--- src/rtl/riscv_alu_unit_pkg.sv ---
// Shared definitions for the RISC-V ALU: data width, op-code constants,
// the operation enum used by the decoder, and a small op classification helper.
package riscv_alu_unit_pkg;

  localparam int XLEN = 32;

  localparam logic [4:0] OP_ADD    = 5'b00000;
  localparam logic [4:0] OP_SUB    = 5'b00001;
  localparam logic [4:0] OP_SLL    = 5'b00010;
  localparam logic [4:0] OP_SLT    = 5'b00011;
  localparam logic [4:0] OP_SLTU   = 5'b00100;
  localparam logic [4:0] OP_XOR    = 5'b00101;
  localparam logic [4:0] OP_SRL    = 5'b00110;
  localparam logic [4:0] OP_SRA    = 5'b00111;
  localparam logic [4:0] OP_OR     = 5'b01000;
  localparam logic [4:0] OP_AND    = 5'b01001;
  localparam logic [4:0] OP_PASS   = 5'b01010;
  localparam logic [4:0] OP_MUL    = 5'b01011;
  localparam logic [4:0] OP_MULH   = 5'b01100;
  localparam logic [4:0] OP_MULHSU = 5'b01101;
  localparam logic [4:0] OP_MULHU  = 5'b01110;

  typedef enum logic [4:0] {
    ALU_ADD    = OP_ADD,
    ALU_SUB    = OP_SUB,
    ALU_SLL    = OP_SLL,
    ALU_SLT    = OP_SLT,
    ALU_SLTU   = OP_SLTU,
    ALU_XOR    = OP_XOR,
    ALU_SRL    = OP_SRL,
    ALU_SRA    = OP_SRA,
    ALU_OR     = OP_OR,
    ALU_AND    = OP_AND,
    ALU_PASS   = OP_PASS,
    ALU_MUL    = OP_MUL,
    ALU_MULH   = OP_MULH,
    ALU_MULHSU = OP_MULHSU,
    ALU_MULHU  = OP_MULHU
  } alu_op_e;

  // True for the four RV32M multiply codes.
  function automatic logic is_mul_op(input logic [4:0] code);
    return (code == OP_MUL) || (code == OP_MULH) ||
           (code == OP_MULHSU) || (code == OP_MULHU);
  endfunction

endpackage

--- src/rtl/riscv_alu_unit_branch_cmp.sv ---
// Combinational branch comparator: equality plus signed/unsigned less-than.
module branch_cmp
  import riscv_alu_unit_pkg::*;
(
  input  logic [XLEN-1:0] a_i,
  input  logic [XLEN-1:0] b_i,
  input  logic            br_un_i,
  output logic            eq_o,
  output logic            lt_o
);

  // Less-than switches between two's-complement and magnitude ordering.
  always_comb begin
    eq_o = (a_i == b_i);
    lt_o = 1'b0;
    if (br_un_i) begin
      lt_o = (a_i < b_i);
    end else begin
      lt_o = ($signed(a_i) < $signed(b_i));
    end
  end

endmodule

--- src/rtl/riscv_alu_unit.sv ---
// RISC-V integer ALU with optional RV32M multiply, one-cycle registered
// results, and branch compare flags computed alongside every valid op.
module riscv_alu_unit
  import riscv_alu_unit_pkg::*;
#(
  parameter int M_EXT = 1
) (
  input  logic            clock,
  input  logic            rst_n,
  input  logic            in_valid,
  input  logic [4:0]      alu_ctrl,
  input  logic [XLEN-1:0] a,
  input  logic [XLEN-1:0] b,
  input  logic [XLEN-1:0] imm,
  input  logic            bsel,
  input  logic            br_un,
  output logic            out_valid,
  output logic [XLEN-1:0] alu_out,
  output logic            zero,
  output logic            br_eq,
  output logic            br_lt,
  output logic            br_ge,
  output logic            illegal
);

  alu_op_e         aluOp;
  logic [XLEN-1:0] op2;
  logic [4:0]      shamt;
  logic            mulASigned;
  logic            mulBSigned;
  logic [63:0]     mulAExt;
  logic [63:0]     mulBExt;
  logic [63:0]     mulProd;
  logic            cmpEq;
  logic            cmpLt;

  logic [XLEN-1:0] result_d;
  logic            illegal_d;

  logic            outValid_q;
  logic [XLEN-1:0] aluOut_q;
  logic            zero_q;
  logic            brEq_q;
  logic            brLt_q;
  logic            brGe_q;
  logic            illegal_q;

  assign aluOp = alu_op_e'(alu_ctrl);
  assign op2   = bsel ? imm : b;
  assign shamt = op2[4:0];

  // A single 64-bit multiplier serves all four multiply flavours; the
  // operands are sign- or zero-extended depending on the op so the upper
  // half of the truncated product is the correct high word in every case.
  assign mulASigned = (aluOp == ALU_MULH) || (aluOp == ALU_MULHSU);
  assign mulBSigned = (aluOp == ALU_MULH);
  assign mulAExt    = {{32{mulASigned & a[31]}}, a};
  assign mulBExt    = {{32{mulBSigned & op2[31]}}, op2};
  assign mulProd    = mulAExt * mulBExt;

  branch_cmp u_branch_cmp (
    .a_i     (a),
    .b_i     (b),
    .br_un_i (br_un),
    .eq_o    (cmpEq),
    .lt_o    (cmpLt)
  );

  // Decode the op and select the result; unknown codes, and multiplies
  // when the M extension is disabled, yield zero and flag illegal.
  always_comb begin
    result_d  = '0;
    illegal_d = 1'b0;
    case (aluOp)
      ALU_ADD:  result_d = a + op2;
      ALU_SUB:  result_d = a - op2;
      ALU_SLL:  result_d = a << shamt;
      ALU_SLT:  result_d = {{(XLEN-1){1'b0}}, ($signed(a) < $signed(op2))};
      ALU_SLTU: result_d = {{(XLEN-1){1'b0}}, (a < op2)};
      ALU_XOR:  result_d = a ^ op2;
      ALU_SRL:  result_d = a >> shamt;
      ALU_SRA:  result_d = $unsigned($signed(a) >>> shamt);
      ALU_OR:   result_d = a | op2;
      ALU_AND:  result_d = a & op2;
      ALU_PASS: result_d = op2;
      ALU_MUL, ALU_MULH, ALU_MULHSU, ALU_MULHU: begin
        if (M_EXT != 0) begin
          result_d = (aluOp == ALU_MUL) ? mulProd[31:0] : mulProd[63:32];
        end else begin
          illegal_d = 1'b1;
        end
      end
      default:  illegal_d = 1'b1;
    endcase
  end

  // Output registers: reset clears everything, a valid op loads a fresh
  // result, and an idle cycle only drops out_valid while holding the rest.
  always_ff @(posedge clock) begin
    if (!rst_n) begin
      outValid_q <= 1'b0;
      aluOut_q   <= '0;
      zero_q     <= 1'b0;
      brEq_q     <= 1'b0;
      brLt_q     <= 1'b0;
      brGe_q     <= 1'b0;
      illegal_q  <= 1'b0;
    end else begin
      outValid_q <= in_valid;
      if (in_valid) begin
        aluOut_q  <= result_d;
        zero_q    <= (result_d == '0);
        brEq_q    <= cmpEq;
        brLt_q    <= cmpLt;
        brGe_q    <= ~cmpLt;
        illegal_q <= illegal_d;
      end
    end
  end

  assign out_valid = outValid_q;
  assign alu_out   = aluOut_q;
  assign zero      = zero_q;
  assign br_eq     = brEq_q;
  assign br_lt     = brLt_q;
  assign br_ge     = brGe_q;
  assign illegal   = illegal_q;

endmodule

--- config.mk ---
export PLATFORM = sky130hd
export DESIGN_NAME = riscv_alu_unit
export DESIGN_NICKNAME = d
export VERILOG_FILES = /design/src/rtl/riscv_alu_unit_pkg.sv /design/src/rtl/riscv_alu_unit_branch_cmp.sv /design/src/rtl/riscv_alu_unit.sv
export SDC_FILE = /design/constraint.sdc
export NUM_CORES = 2
export LEC_CHECK = 0
export ABC_AREA = 1
export CAP_MARGIN = 20
export CORE_ASPECT_RATIO = 0.7
export CORE_MARGIN = 2
export CORE_UTILIZATION = 30
export CTS_CLUSTER_SIZE = 12
export DETAILED_ROUTE_END_ITERATION = 6
export GPL_TIMING_DRIVEN = 1
export SYNTH_ARGS = -nofsm -noshare
export SYNTH_HDL_FRONTEND = slang
export SYNTH_SLANG_ARGS = --single-unit
--- constraint.sdc ---
create_clock -name clock -period 12.3 [get_ports clock]
set_input_delay 1.23 -clock clock [delete_from_list [all_inputs] [get_ports clock]]
set_output_delay 1.23 -clock clock [all_outputs]
set_load 0.03 [all_outputs]
-- After elaboration in Yosys (flattened, before gate mapping)
Cells that the tools add are included.
- flip-flop bits (word level): 38
- logic and storage cells: 48
- muxes and demuxes: 5
- add/subtract/negate cells: 2
- equality and inequality tests: 15
- $lt $le $gt $ge: 4
- shift-type cells: 3
- $mul: 1
- bitwise logic cells: 6
- reductions and logical operators: 5
- operator list (kind ; count):
    one-hot mux 32 bit (12 select lines) ; 1
    less-than comparator 32 bit ; 4
    multiplier 33 x 33 -> 64 bit ; 1
    2-to-1 mux 32 bit ; 2
    == test 5 x 4 -> 1 bit (second input constant) ; 7
    adder 32 bit ; 1
    AND 32 bit ; 1
    == test 32 bit ; 1
    logical NOT 32 bit ; 1
    OR 32 bit ; 1
    << shifter 32 x 5 -> 32 bit ; 1
    >> shifter 32 x 5 -> 32 bit ; 1
    >>> shifter 32 x 5 -> 32 bit ; 1
    subtractor 32 bit ; 1
    bitwise XOR 32 bit ; 1
    == test 5 x 3 -> 1 bit (second input constant) ; 4
    OR reduction 15 bit ; 1
    == test 5 x 2 -> 1 bit (second input constant) ; 2
    == test 5 x 1 -> 1 bit (second input constant) ; 1
    logical NOT 5 bit ; 1
    OR reduction 4 bit ; 1
    AND 1 bit ; 2
    2-to-1 mux 1 bit ; 2
    logical OR 1 bit ; 1
    inverter 1 bit ; 1

-- Logic depth before layout (Yosys ltp)
- depth after elaboration: 7
- mapped depth: 47
- mapped depth without buffers: 43

-- Modules after synthesis
From an unflattened synthesis, not the netlist that was laid out.
- cells, all modules: 7620
- area, all modules: 52968.3 sq um
- by module, submodules not included (module ; times used ; cells each ; area each (sq um)):
    riscv_alu_unit ; 1 ; 7474 ; 52063.7
    branch_cmp ; 1 ; 146 ; 904.6

-- Worst setup path before layout
Ideal clock, no wire load.
- kind: input to register
- start: input port bsel
- end: register zero_q (netlist: zero)
- stages: 39
- slack: 2.937 ns
- data arrival time: 9.293 ns
- buffers on the path: 4
- library setup time: 0.071 ns
- cell sequence: buf_6 > nand2_2 > inv_2 > nor2_4 > buf_4 > buf_4 > clkbuf_1 > nor2_1 > fa_1 > inv_1 > fa_1 > inv_1 > fa_1 > inv_1 > fa_1 > inv_1 > fa_1 > fa_1 > [3 not listed] > inv_1 > ha_1 > nand2_1 > nor2_1 > inv_1 > nor2_1 > nand2_1 > nor4_1 > nand2_1 > nand2_1 > nand2_1 > nand3_1 > nand2_1 > a21oi_1 > nand3_1 > nor2_1 > nand4_1 > a21oi_1
- cells in the longest elaborated chain, start to end: 6
- elaborated cells on any way between the ends: 16
- RTL lines (element ; line ; source):
    start: declaration ; riscv_alu_unit.sv:15 ; input logic bsel,
    2-to-1 mux 32 bit * ; riscv_alu_unit.sv:49 ; assign op2 = bsel ? imm : b;
    AND 1 bit ; riscv_alu_unit.sv:58 ; assign mulBExt = {{32{mulBSigned & op2[31]}}, op2};
    multiplier 33 x 33 -> 64 bit ; riscv_alu_unit.sv:59 ; assign mulProd = mulAExt * mulBExt;
    2-to-1 mux 32 bit ; riscv_alu_unit.sv:88 ; result_d = (aluOp == ALU_MUL) ? mulProd[31:0] : mulProd[63:32];
    one-hot mux 32 bit (12 select lines) * ; riscv_alu_unit.sv:74 ; case (aluOp)
    logical NOT 32 bit * ; riscv_alu_unit.sv:112 ; zero_q <= (result_d == '0);
    end signal: assignment ; riscv_alu_unit.sv:112 ;
    end: declaration ; riscv_alu_unit.sv:42 ; logic zero_q;
Mark *: on every way between the ends. The rest lies on a longest branch, timed or not.
A chain may end at the register's enable or synchronous reset.

-- Final worst setup path
- start: input port alu_ctrl[3]
- end: register zero_q (netlist: zero)
- cells in the longest elaborated chain, start to end: 7
- elaborated cells on any way between the ends: 23
- RTL lines (element ; line ; source):
    start: declaration ; riscv_alu_unit.sv:11 ; input logic [4:0] alu_ctrl,
    == test 5 x 4 -> 1 bit (on tied branches) ; riscv_alu_unit.sv:55, riscv_alu_unit.sv:56, riscv_alu_unit.sv:74 ;
    logical OR 1 bit ; riscv_alu_unit.sv:55 ; assign mulASigned = (aluOp == ALU_MULH) || (aluOp == ALU_MULHSU);
    AND 1 bit ; riscv_alu_unit.sv:57 ; assign mulAExt = {{32{mulASigned & a[31]}}, a};
    multiplier 33 x 33 -> 64 bit ; riscv_alu_unit.sv:59 ;
    2-to-1 mux 32 bit ; riscv_alu_unit.sv:88 ;
    one-hot mux 32 bit (12 select lines) * ; riscv_alu_unit.sv:74 ;
    logical NOT 32 bit * ; riscv_alu_unit.sv:112 ;
Marks and branches as above.

==> flow_summary.yaml <==
drt:
  firstDrtPassIters: 6
  drt-vias-per-instance: 5.21
  wl_per_cell_um: 28.2
  drcViolationCount: 0
  wl_um: 281000
  ant_nets: 0
  drtIter0Drc: 6146
  vias: 52000
floorplanning:
  dieArea_um2: 179000
  initial_core_util: 0.302
  rows: 128
  pin_count: 144
  coreArea_um2: 174000
  die_x_um: 505
  die_h_um: 355
finish:
  fill_cells: 19300
  fin_nets: 9199
  syn_to_final_growth_pct: 9.54
  drive_above_1_share: 0.0403
clock_network:
  cts_tree: "built"
  clkTransAtPathRegs_ps: 60
  cts_root_buf: "clkbuf_16"
  cts-resized-gates: 0
  cts_made_buffers: 5
  clkLatencyLatePin_ps: 290
  cts_sinks: 38
  cts-hold-fix-buffers: 0
  cts-htree-levels: 2
  postCtsSetupRepairBufs: 0
  clk_path_buf_depth: 2
place:
  io_buffers: 143
  place_congestion: 1.03
  detailed_place_hpwl_um: 241000
timing:
  rsz0062_at_grt: "no"
  whs_ps: 474
  slew_headroom: 0.189
  fin_crit_ps: 11680
  tns_ps: 0
  finalCritPeriodShare: 0.950
  drv_slew: 0
  finClkSkew_ps: 0
  worst_pin_slew_ps: 1220
  fmax_mhz: 85.6
  setup_violations: 0
  hold_viol: 0
global_routing:
  grt_antenna_before_repair: 12
  grt_overflow: 0
  grt_pass1_wl_um: 399000
  grt_pass1_vias: 52200
  grt_use_total: 0.313
  grt_max_degree: 101
synthesis:
  async_flop_share: 0
  ys_ff_latch: 38
  synth_edf_count: 0
  syn_nets: 9148
  synthesis.instances: 7574
  yosys_warnings: 0
  synth_area_um2: 52700
  synthDistinctLibCells: 53
  synth_ff_type: "dfxtp_1"
  syn_area_per_cell_um2: 6.96
  yosysSeqAreaShare: 0.0144
hold_path:
  holdCritPathClass: "reg -> reg"
  whs_path_depth: 2
worst_setup_path:
  crit_type: "in -> reg"
  arrival_ps: 11890
  critical_path_peak_fanout: 12
  cpPeakStageDelay_ps: 790
  crit_slowest_cell: "fa_1"
  cp-start-kind: "primary input"
  rr_worst_depth: 4
  cp.required_ps: 12500
  endpoint_kind: "register"
  cp_common_cell: "fa_1"
run:
  cap_violations: 0
outcome:
  status: "completed"
[cell families (layout without fill, tap and decap cells)]
| logic type | Yosys count | after routing | share of synthesized area |
|---|---|---|---|
| AOI/OAI and AO/OA | 466 | 466 | 0.0502 |
| xor gates and xnor gates | 11 | 11 | 0.00183 |
| adders and majority gates | 1468 | 1468 | 0.509 |
| buffers and inverters | 2156 | 2208 | 0.158 |
| DFF | 38 | 38 | 0.0144 |
| other | 0 | 8 | 0 |
| and+or+nand+nor | 3435 | 3435 | 0.266 |
[metal layers]
layer / vias up / GRT usage / part of all wire
met4: 10 / 0.116 / 0.047
li1: 22400 / - / -
met3: 435 / 0.0858 / 0.12
met1: 26100 / 0.460 / 0.45
met5: - / 0 / 0.00025
met2: 3025 / 0.433 / 0.39
[worst paths after layout]
check / from / to / slack [ps]
min: illegal / illegal / 470
max reg2reg: alu_out[24] / alu_out[24] / 11540
min reg2reg: illegal / illegal / 470
max: alu_ctrl[3] / zero / 620
[stage by stage]
stage	setup slack, ps	utilization	std cells	instance area [um2]
floorplan	2940	-	7574	52700
global placement	762	0.330	9951	57400
detailed placement	733	0.330	9954	57500
CTS	994	0.331	9962	57600
global route	398	0.331	9967	57700
finish	618	0.331	9974	57700
[synthesized netlist by cell type (all sizes together) (2+ instances only)]
cell     number  share of area
nand4        71         0.0084
a21oi       192          0.018
o211ai       14         0.0020
clkbuf      223          0.016
a211oi        2        0.00028
nand3       581          0.055
buf         100          0.011
o21a          4        0.00057
xor2          4        0.00066
a31oi         5        0.00059
and3          3        0.00036
o21ai       184          0.020
o2111ai       4        0.00066
dfxtp        38          0.014
or2          11         0.0013
and2          7        0.00083
o22ai        40         0.0047
inv        1823           0.13
nand3b        5        0.00071
nand2      1985           0.14
ha          341          0.081
fa         1127           0.43
o221ai        4        0.00066
nor4          8        0.00095
nor3         28         0.0027
clkinv       10        0.00071
o21bai       13         0.0019
nor2        735          0.053
xnor2         7         0.0012
[flip-flops by register name, indices dropped and copies added (netlist names)]
signal and cells:
out_valid 1, br_eq 1, illegal 1, zero 1
br_lt 1, br_ge 1, alu_out 32
[cells in the final DEF (no fill, tap or decap), types with 12 or more instances in the layout]
cell type           n
a21oi_1           192
buf_4             209
clkdlybuf4s50_1   140
clkinv_1           12
dfxtp_1            38
fa_1             1127
ha_1              341
inv_1            1809
nand2_1          1969
nand3_1           578
nand4_1            71
nor2_1            729
nor3_1             28
o211ai_1           14
o21ai_0           145
o21ai_1            15
o21ai_4            14
o21bai_1           13
o22ai_1            40
[critical path: cells and delay by family]
family / cells / cell delay, ps
adders and majority gates: 9 / 4970
and+or+nand+nor: 17 / 3510
buffers and inverters: 9 / 2000
AOI/OAI and AO/OA: 1 / 160
[area by class of cell]
class,instances,area (um2),share of cell area
flip-flops and latches,38,761,0.0132
clock buffers,6,139,0.00241
multi-input cells,5380,43700,0.757
well taps,2340,2930,0.0507
diodes,8,20.0,0.000347
repair buffers,367,3280,0.0568
clock inverters,2,12.5,0.000217
inverters,1833,6890,0.119
Power is not shown: default switching activity piles up to over one toggle a cycle in this logic, so the estimate is an artifact.
